[src/rtl/spi_display_driver_if.sv]
// Frame handshake and SPI pins of the 7-segment display driver.
interface spi_display_driver_if #(
    parameter int unsigned NUM_DIGITS = 6
);
    logic                    frame_valid;
    logic                    frame_ready;
    logic [4*NUM_DIGITS-1:0] digits;
    logic [NUM_DIGITS-1:0]   dp;
    logic                    init_done;
    logic                    cs_n;
    logic                    sck;
    logic                    mosi;

    // Frame source / display side
    modport master (
        output frame_valid, digits, dp,
        input  frame_ready, init_done, cs_n, sck, mosi
    );

    // Driver side
    modport slave (
        input  frame_valid, digits, dp,
        output frame_ready, init_done, cs_n, sck, mosi
    );
endinterface

[src/rtl/spi_display_driver.sv]
// MAX7219-style display driver: power-up register sequence, then one
// 16-bit SPI mode-0 word per digit for every accepted frame.
module spi_display_driver #(
    parameter int unsigned NUM_DIGITS = 6,
    parameter int unsigned SCK_HALF   = 2,
    parameter int unsigned CS_GAP     = 4,
    parameter logic [3:0]  INTENSITY  = 4'h8
) (
    input  logic                 clk,
    input  logic                 res,
    spi_display_driver_if.slave  bus
);
    localparam int unsigned DIG_W  = 4 * NUM_DIGITS;
    localparam int unsigned HALF_W = (SCK_HALF > 1) ? $clog2(SCK_HALF) : 1;
    localparam int unsigned GAP_W  = (CS_GAP > 1) ? $clog2(CS_GAP) : 1;

    localparam logic [2:0]        LAST_INIT   = 3'd4;
    localparam logic [2:0]        LAST_DIGIT  = 3'(NUM_DIGITS - 1);
    localparam logic [HALF_W-1:0] HALF_LAST   = HALF_W'(SCK_HALF - 1);
    localparam logic [GAP_W-1:0]  GAP_LAST    = GAP_W'(CS_GAP - 1);
    localparam logic [7:0]        DECODE_MASK = 8'((16'd1 << NUM_DIGITS) - 16'd1);

    typedef enum logic [1:0] {
        ST_INIT,
        ST_SHIFT,
        ST_GAP,
        ST_IDLE
    } state_t;

    state_t              state_q, state_d;
    logic [2:0]          idx_q, idx_d;
    logic [3:0]          bitcnt_q, bitcnt_d;
    logic [HALF_W-1:0]   half_q, half_d;
    logic [GAP_W-1:0]    gap_q, gap_d;
    logic [15:0]         shreg_q, shreg_d;
    logic [DIG_W-1:0]    digits_q, digits_d;
    logic [NUM_DIGITS-1:0] dp_q, dp_d;
    logic                cs_n_q, cs_n_d;
    logic                sck_q, sck_d;
    logic                ready_q, ready_d;
    logic                done_q, done_d;

    logic                load;
    logic [15:0]         load_word;

    // Power-up register writes, indexed by word number.
    function automatic logic [15:0] init_word(input logic [2:0] idx);
        logic [15:0] w;
        case (idx)
            3'd0:    w = 16'h0C01;
            3'd1:    w = {8'h09, DECODE_MASK};
            3'd2:    w = {8'h0B, 8'(NUM_DIGITS - 1)};
            3'd3:    w = {8'h0A, 4'h0, INTENSITY};
            default: w = 16'h0F00;
        endcase
        return w;
    endfunction

    // Digit register write for digit k: address k+1, DP in bit 7, raw BCD nibble.
    function automatic logic [15:0] frame_word(input logic [2:0]            k,
                                               input logic [DIG_W-1:0]      d,
                                               input logic [NUM_DIGITS-1:0] p);
        logic [3:0] bcd;
        logic       pt;
        bcd = 4'h0;
        pt  = 1'b0;
        for (int i = 0; i < int'(NUM_DIGITS); i++) begin
            if (k == 3'(i)) begin
                bcd = d[4*i +: 4];
                pt  = p[i];
            end
        end
        return {8'(k) + 8'd1, pt, 3'b000, bcd};
    endfunction

    // State and datapath registers; async reset parks the bus idle.
    always_ff @(posedge clk or posedge res) begin
        if (res) begin
            state_q  <= ST_INIT;
            idx_q    <= '0;
            bitcnt_q <= '0;
            half_q   <= '0;
            gap_q    <= '0;
            shreg_q  <= '0;
            digits_q <= '0;
            dp_q     <= '0;
            cs_n_q   <= 1'b1;
            sck_q    <= 1'b0;
            ready_q  <= 1'b0;
            done_q   <= 1'b0;
        end else begin
            state_q  <= state_d;
            idx_q    <= idx_d;
            bitcnt_q <= bitcnt_d;
            half_q   <= half_d;
            gap_q    <= gap_d;
            shreg_q  <= shreg_d;
            digits_q <= digits_d;
            dp_q     <= dp_d;
            cs_n_q   <= cs_n_d;
            sck_q    <= sck_d;
            ready_q  <= ready_d;
            done_q   <= done_d;
        end
    end

    // Next-state: word sequencing, bit timing and frame capture.
    always_comb begin
        state_d   = state_q;
        idx_d     = idx_q;
        bitcnt_d  = bitcnt_q;
        half_d    = half_q;
        gap_d     = gap_q;
        shreg_d   = shreg_q;
        digits_d  = digits_q;
        dp_d      = dp_q;
        cs_n_d    = cs_n_q;
        sck_d     = sck_q;
        ready_d   = ready_q;
        done_d    = done_q;
        load      = 1'b0;
        load_word = 16'h0000;

        case (state_q)
            ST_INIT: begin
                idx_d     = 3'd0;
                load      = 1'b1;
                load_word = init_word(3'd0);
            end

            ST_SHIFT: begin
                if (half_q == HALF_LAST) begin
                    half_d = '0;
                    if (!sck_q) begin
                        sck_d = 1'b1;
                    end else begin
                        // End of a bit: next bit (or zero after bit 0) onto mosi
                        sck_d   = 1'b0;
                        shreg_d = {shreg_q[14:0], 1'b0};
                        if (bitcnt_q == 4'd0) begin
                            state_d = ST_GAP;
                            gap_d   = '0;
                            cs_n_d  = 1'b1;
                        end else begin
                            bitcnt_d = bitcnt_q - 4'd1;
                        end
                    end
                end else begin
                    half_d = half_q + HALF_W'(1);
                end
            end

            ST_GAP: begin
                if (gap_q == GAP_LAST) begin
                    if (done_q ? (idx_q == LAST_DIGIT) : (idx_q == LAST_INIT)) begin
                        state_d = ST_IDLE;
                        ready_d = 1'b1;
                        done_d  = 1'b1;
                        idx_d   = 3'd0;
                    end else begin
                        idx_d     = idx_q + 3'd1;
                        load      = 1'b1;
                        load_word = done_q ? frame_word(idx_d, digits_q, dp_q)
                                           : init_word(idx_d);
                    end
                end else begin
                    gap_d = gap_q + GAP_W'(1);
                end
            end

            ST_IDLE: begin
                if (bus.frame_valid && ready_q) begin
                    ready_d   = 1'b0;
                    digits_d  = bus.digits;
                    dp_d      = bus.dp;
                    idx_d     = 3'd0;
                    load      = 1'b1;
                    load_word = frame_word(3'd0, bus.digits, bus.dp);
                end
            end

            default: state_d = ST_INIT;
        endcase

        // Start a word: cs_n falls with bit 15 already presented
        if (load) begin
            state_d  = ST_SHIFT;
            shreg_d  = load_word;
            cs_n_d   = 1'b0;
            sck_d    = 1'b0;
            bitcnt_d = 4'd15;
            half_d   = '0;
        end
    end

    assign bus.cs_n        = cs_n_q;
    assign bus.sck         = sck_q;
    assign bus.mosi        = shreg_q[15];
    assign bus.frame_ready = ready_q;
    assign bus.init_done   = done_q;
endmodule

[src/flat_wrapper.sv]
// flat-port wrapper written by rule: the top's interface ports become plain ports
module spi_display_driver_flat 
#(
    parameter int unsigned NUM_DIGITS = 6,
    parameter int unsigned SCK_HALF   = 2,
    parameter int unsigned CS_GAP     = 4,
    parameter logic [3:0]  INTENSITY  = 4'h8
)
  (clk, res, bus_frame_valid, bus_digits, bus_dp, bus_frame_ready, bus_init_done, bus_cs_n, bus_sck, bus_mosi);
  spi_display_driver_if #(.NUM_DIGITS(NUM_DIGITS)) bus_i ();
  input  logic clk;
  input  logic res;
  input wire logic [$bits(bus_i.frame_valid)-1:0] bus_frame_valid;
  input wire logic [$bits(bus_i.digits)-1:0] bus_digits;
  input wire logic [$bits(bus_i.dp)-1:0] bus_dp;
  output wire logic [$bits(bus_i.frame_ready)-1:0] bus_frame_ready;
  output wire logic [$bits(bus_i.init_done)-1:0] bus_init_done;
  output wire logic [$bits(bus_i.cs_n)-1:0] bus_cs_n;
  output wire logic [$bits(bus_i.sck)-1:0] bus_sck;
  output wire logic [$bits(bus_i.mosi)-1:0] bus_mosi;
  assign bus_i.frame_valid = bus_frame_valid;
  assign bus_i.digits = bus_digits;
  assign bus_i.dp = bus_dp;
  assign bus_frame_ready = bus_i.frame_ready;
  assign bus_init_done = bus_i.init_done;
  assign bus_cs_n = bus_i.cs_n;
  assign bus_sck = bus_i.sck;
  assign bus_mosi = bus_i.mosi;
  spi_display_driver #(.NUM_DIGITS(NUM_DIGITS), .SCK_HALF(SCK_HALF), .CS_GAP(CS_GAP), .INTENSITY(INTENSITY)) u_core (.clk(clk), .res(res), .bus(bus_i));
endmodule
[config.mk]
export PLATFORM = sky130hd
export DESIGN_NAME = spi_display_driver_flat
export DESIGN_NICKNAME = d
export VERILOG_FILES = /design/src/rtl/spi_display_driver_if.sv /design/src/rtl/spi_display_driver.sv /design/src/flat_wrapper.sv
export SDC_FILE = /design/constraint.sdc
export NUM_CORES = 1
export LEC_CHECK = 0
export ABC_AREA = 1
export BUFFER_PORTS_ARGS = -buffer_cell sky130_fd_sc_hd__buf_2
export CAP_MARGIN = 20
export CORE_ASPECT_RATIO = 1.75
export CORE_MARGIN = 4
export CORE_UTILIZATION = 58
export CTS_BUF_LIST = sky130_fd_sc_hd__clkbuf_2
export DETAILED_ROUTE_END_ITERATION = 6
export GPL_ROUTABILITY_DRIVEN = 0
export PLACE_DENSITY = 0.79
export SETUP_SLACK_MARGIN = 0.02
export SYNTH_ARGS = -nofsm -noshare
export SYNTH_HDL_FRONTEND = slang
export SYNTH_SLANG_ARGS = --single-unit
export TNS_END_PERCENT = 20
[constraint.sdc]
create_clock -name clk -period 2.6 [get_ports clk]
set_clock_uncertainty 0.05 [all_clocks]
set_input_delay 0.52 -clock clk [delete_from_list [all_inputs] [get_ports clk]]
set_output_delay 0.52 -clock clk [all_outputs]
set_load 0.1 [all_outputs]
==> metrics.txt <==
Final Cycle Share=86.44%; met1 wire length=2954 µm; cell taking the most area after synthesis=dfrtp_1; die area=7153 µm²; pin count of the biggest net entering global routing=42; Placeable Area=5630 µm²; Die H=108.9 µm; PwrDens=446.8 nW/µm²; row cnt=36; TritonCTS Buffers=9; Synth Instances=443; Via Count=2991; share of the synthesized area in the top cell type=45.22%; Initial Utilization=59.96%; post-CTS setup buffer count=0; setup TNS=0 ps; Leak=2.084 nW; Clock Latency Late Sink=510 ps; Netlist Area Pre-Place=3376 µm²; outcome=finished clean; n_diodes=0; worst slew pin tran=645.3 ps; Async S/R FF share, synth=100.0%; Final Max Slew Viols=0; Synth cell types=38; Multi-input gate area=1577 µm²; TritonCTS clock tree=yes; width of the chip=65.67 µm; Clock Sinks=62; CTS clock-pin slew for the worst setup and hold paths=180 ps; Data arrival, critical path=2640 ps; Routed Antenna Nets=0; Final Hold Fails=0; Seq/Total Area, Yosys=46.00%; vias per cell=5.294; flops & latches, synth=62; Post-synth EDFFs=0; hold buffers post-CTS=1; # resized after CTS=0; share of layout cells above drive strength 1=17.18%; vias in the first global route=2896; First DRT Iteration DRCs=125; register area=1553 µm²; met3 wire len=262 µm; Yosys warning total=0; initial antenna violation count=0; WS Path Type=reg2reg; placed cell area=3628 µm²; synthesized net count=487; Max-Cap Viols=0; Slew headroom=56.93%; fin area=3772 µm²; dominant synthesized flop cell=dfrtp_1; uppermost layer routed=met4; CTS Root Cell=clkbuf_2; All-Layer GR Usage=24.02%; Period minus WS final=2247 ps; count leader, synth=nand2_1; HP Class=in2reg; # H-tree levels=3; DRC Markers=0; met2 WL=4213 µm; RSZ-0062 raised after global routing=no; Area Overhead vs Synth=11.75%; Startpoint Class=register; clock tree buffer depth=2; remaining global-route overflow=0; max frequency=445.0 MHz; Top Ports=38; Syn Area/Cell=7.620 µm²; Post-DP HPWL=5832 µm; synth top area cells=dfrtp_1 (45%), nand2_1 (18%), o21ai_0 (4.7%), nand3_1 (4.6%), inv_1 (4.6%); Req. time, crit path=3000 ps; TritonRoute pass-1 iters=4; Port Buffer Count=37; Final Net Count=528; WL final=7692 µm; fillers=512; wire length per cell=13.61 µm; Synth top cells by count=nand2_1 (163), dfrtp_1 (61), inv_1 (41); CP Max Fanout=10; crit end category=register; Setup-failing EPs final=0; first-pass GRT wire length=13020 µm; Peak supply drop=0.0003459 V
worst max-delay path, stage by stage (launching register included):
cell,delay [ps]
dfrtp_1,490
ha_1,270
inv_1,80
nand2_1,70
nand2_2,180
nand2_2,200
inv_1,200
nand2_1,120
nand3_1,100
nand2_1,60
nand2_1,50
nand2_1,50
nand2_1,90
nand2_1,60
a21oi_1,120
cells by family (layout without fill, tap and decap cells):
logic type / Yosys count / after routing / synth area share, %
AO/OA/AOI/OAI: 62 / 62 / 9.785
adder cells (fa/ha/maj): 11 / 11 / 4.077
flip-flops: 62 / 62 / 46.00
AND/OR/NAND/NOR: 250 / 250 / 32.51
XOR/XNOR: 1 / 1 / 0.2595
buffers and inverters: 57 / 103 / 7.376
path summary, 6_finish.rpt:
path | depth (start not counted) | to | start | slack [ps]
min in group asynchronous | 3 | u_core.digits_q[6] | res | 480
max in group asynchronous | 4 | u_core.bus.cs_n | res | 1400
worst max register to register | 14 | u_core.shreg_q[3] | u_core.idx_q[0] | 350
worst min-delay path | 3 | u_core.digits_q[6] | bus_digits[6] | 140
worst max-delay path | 14 | u_core.shreg_q[3] | u_core.idx_q[0] | 350
worst min register to register | 2 | u_core.digits_q[22] | u_core.digits_q[22] | 440
registers in the layout, summed over array words and instances, names as in the netlist:
signal                  cells
u_core.digits_q            24
u_core.shreg_q             16
u_core.dp_q                 6
u_core.bitcnt_q             4
u_core.idx_q                3
u_core.gap_q                2
u_core.state_q              2
u_core.bus.cs_n             1
u_core.bus.frame_ready      1
u_core.bus.init_done        1
u_core.bus.sck              1
u_core.half_q               1
metal layers:
| layer | track usage [%] | up-vias |
|---|---|---|
| li1 | - | 1487 |
| met2 | 42.93 | 68 |
| met3 | 5.361 | 19 |
| met5 | 0 | - |
| met1 | 25.73 | 1417 |
| met4 | 12.61 | 0 |
final cells by class:
class                   instances  area share (%)
repair buffers                 42           6.302
flip-flops and latches         62           41.16
multi-input cells             324           41.79
inverters                      45           4.677
well taps                      76           2.521
clock buffers                   9           1.194
clock inverters                 7           2.355
power by group:
part           total [mW]  leakage [nW]  switching [mW]  internal, mW
logic              0.0465          1.23          0.0256        0.0209
registers           0.965         0.780               0         0.965
clock network       0.674        0.0753           0.363         0.311
total                1.69          2.08           0.389          1.30
placed cells by master (no fill, tap or decap), drive strengths merged:
cell,synthesis,routed
xor2,1,1
dfstp,1,1
nand3,32,32
nor3b,1,1
dlygate4sd3,0,1
a31oi,3,3
buf,6,41
o21bai,1,1
nand3b,2,2
a21oi,22,22
clkinvlp,0,2
inv,45,45
clkbuf,6,9
nor2,30,30
o211ai,1,1
o21ai,32,32
or2,6,6
nand4,2,2
bufinv,0,2
nor3,5,5
a21boi,1,1
nand2,172,172
ha,11,11
clkinv,0,3
dfrtp,61,61
o22ai,1,1
o41ai,1,1
stage by stage:
step / power [mW] / instances / util (%) / hold slack [ps] / setup WS, ps
finish: 1.685 / 565 / 67.00 / 142.7 / 352.6
global route: 1.759 / 565 / 67.00 / 81.76 / 208.6
CTS: 1.702 / 565 / 67.00 / 97.21 / 373.4
detailed placement: 1.030 / 548 / 64.44 / 406.8 / 419.8
global placement: 1.029 / 548 / 64.44 / 400.4 / 485.0
floorplan: 0.9972 / 443 / - / 384.5 / 290.6
No activity file was read; power rests on OpenSTA's default activity.
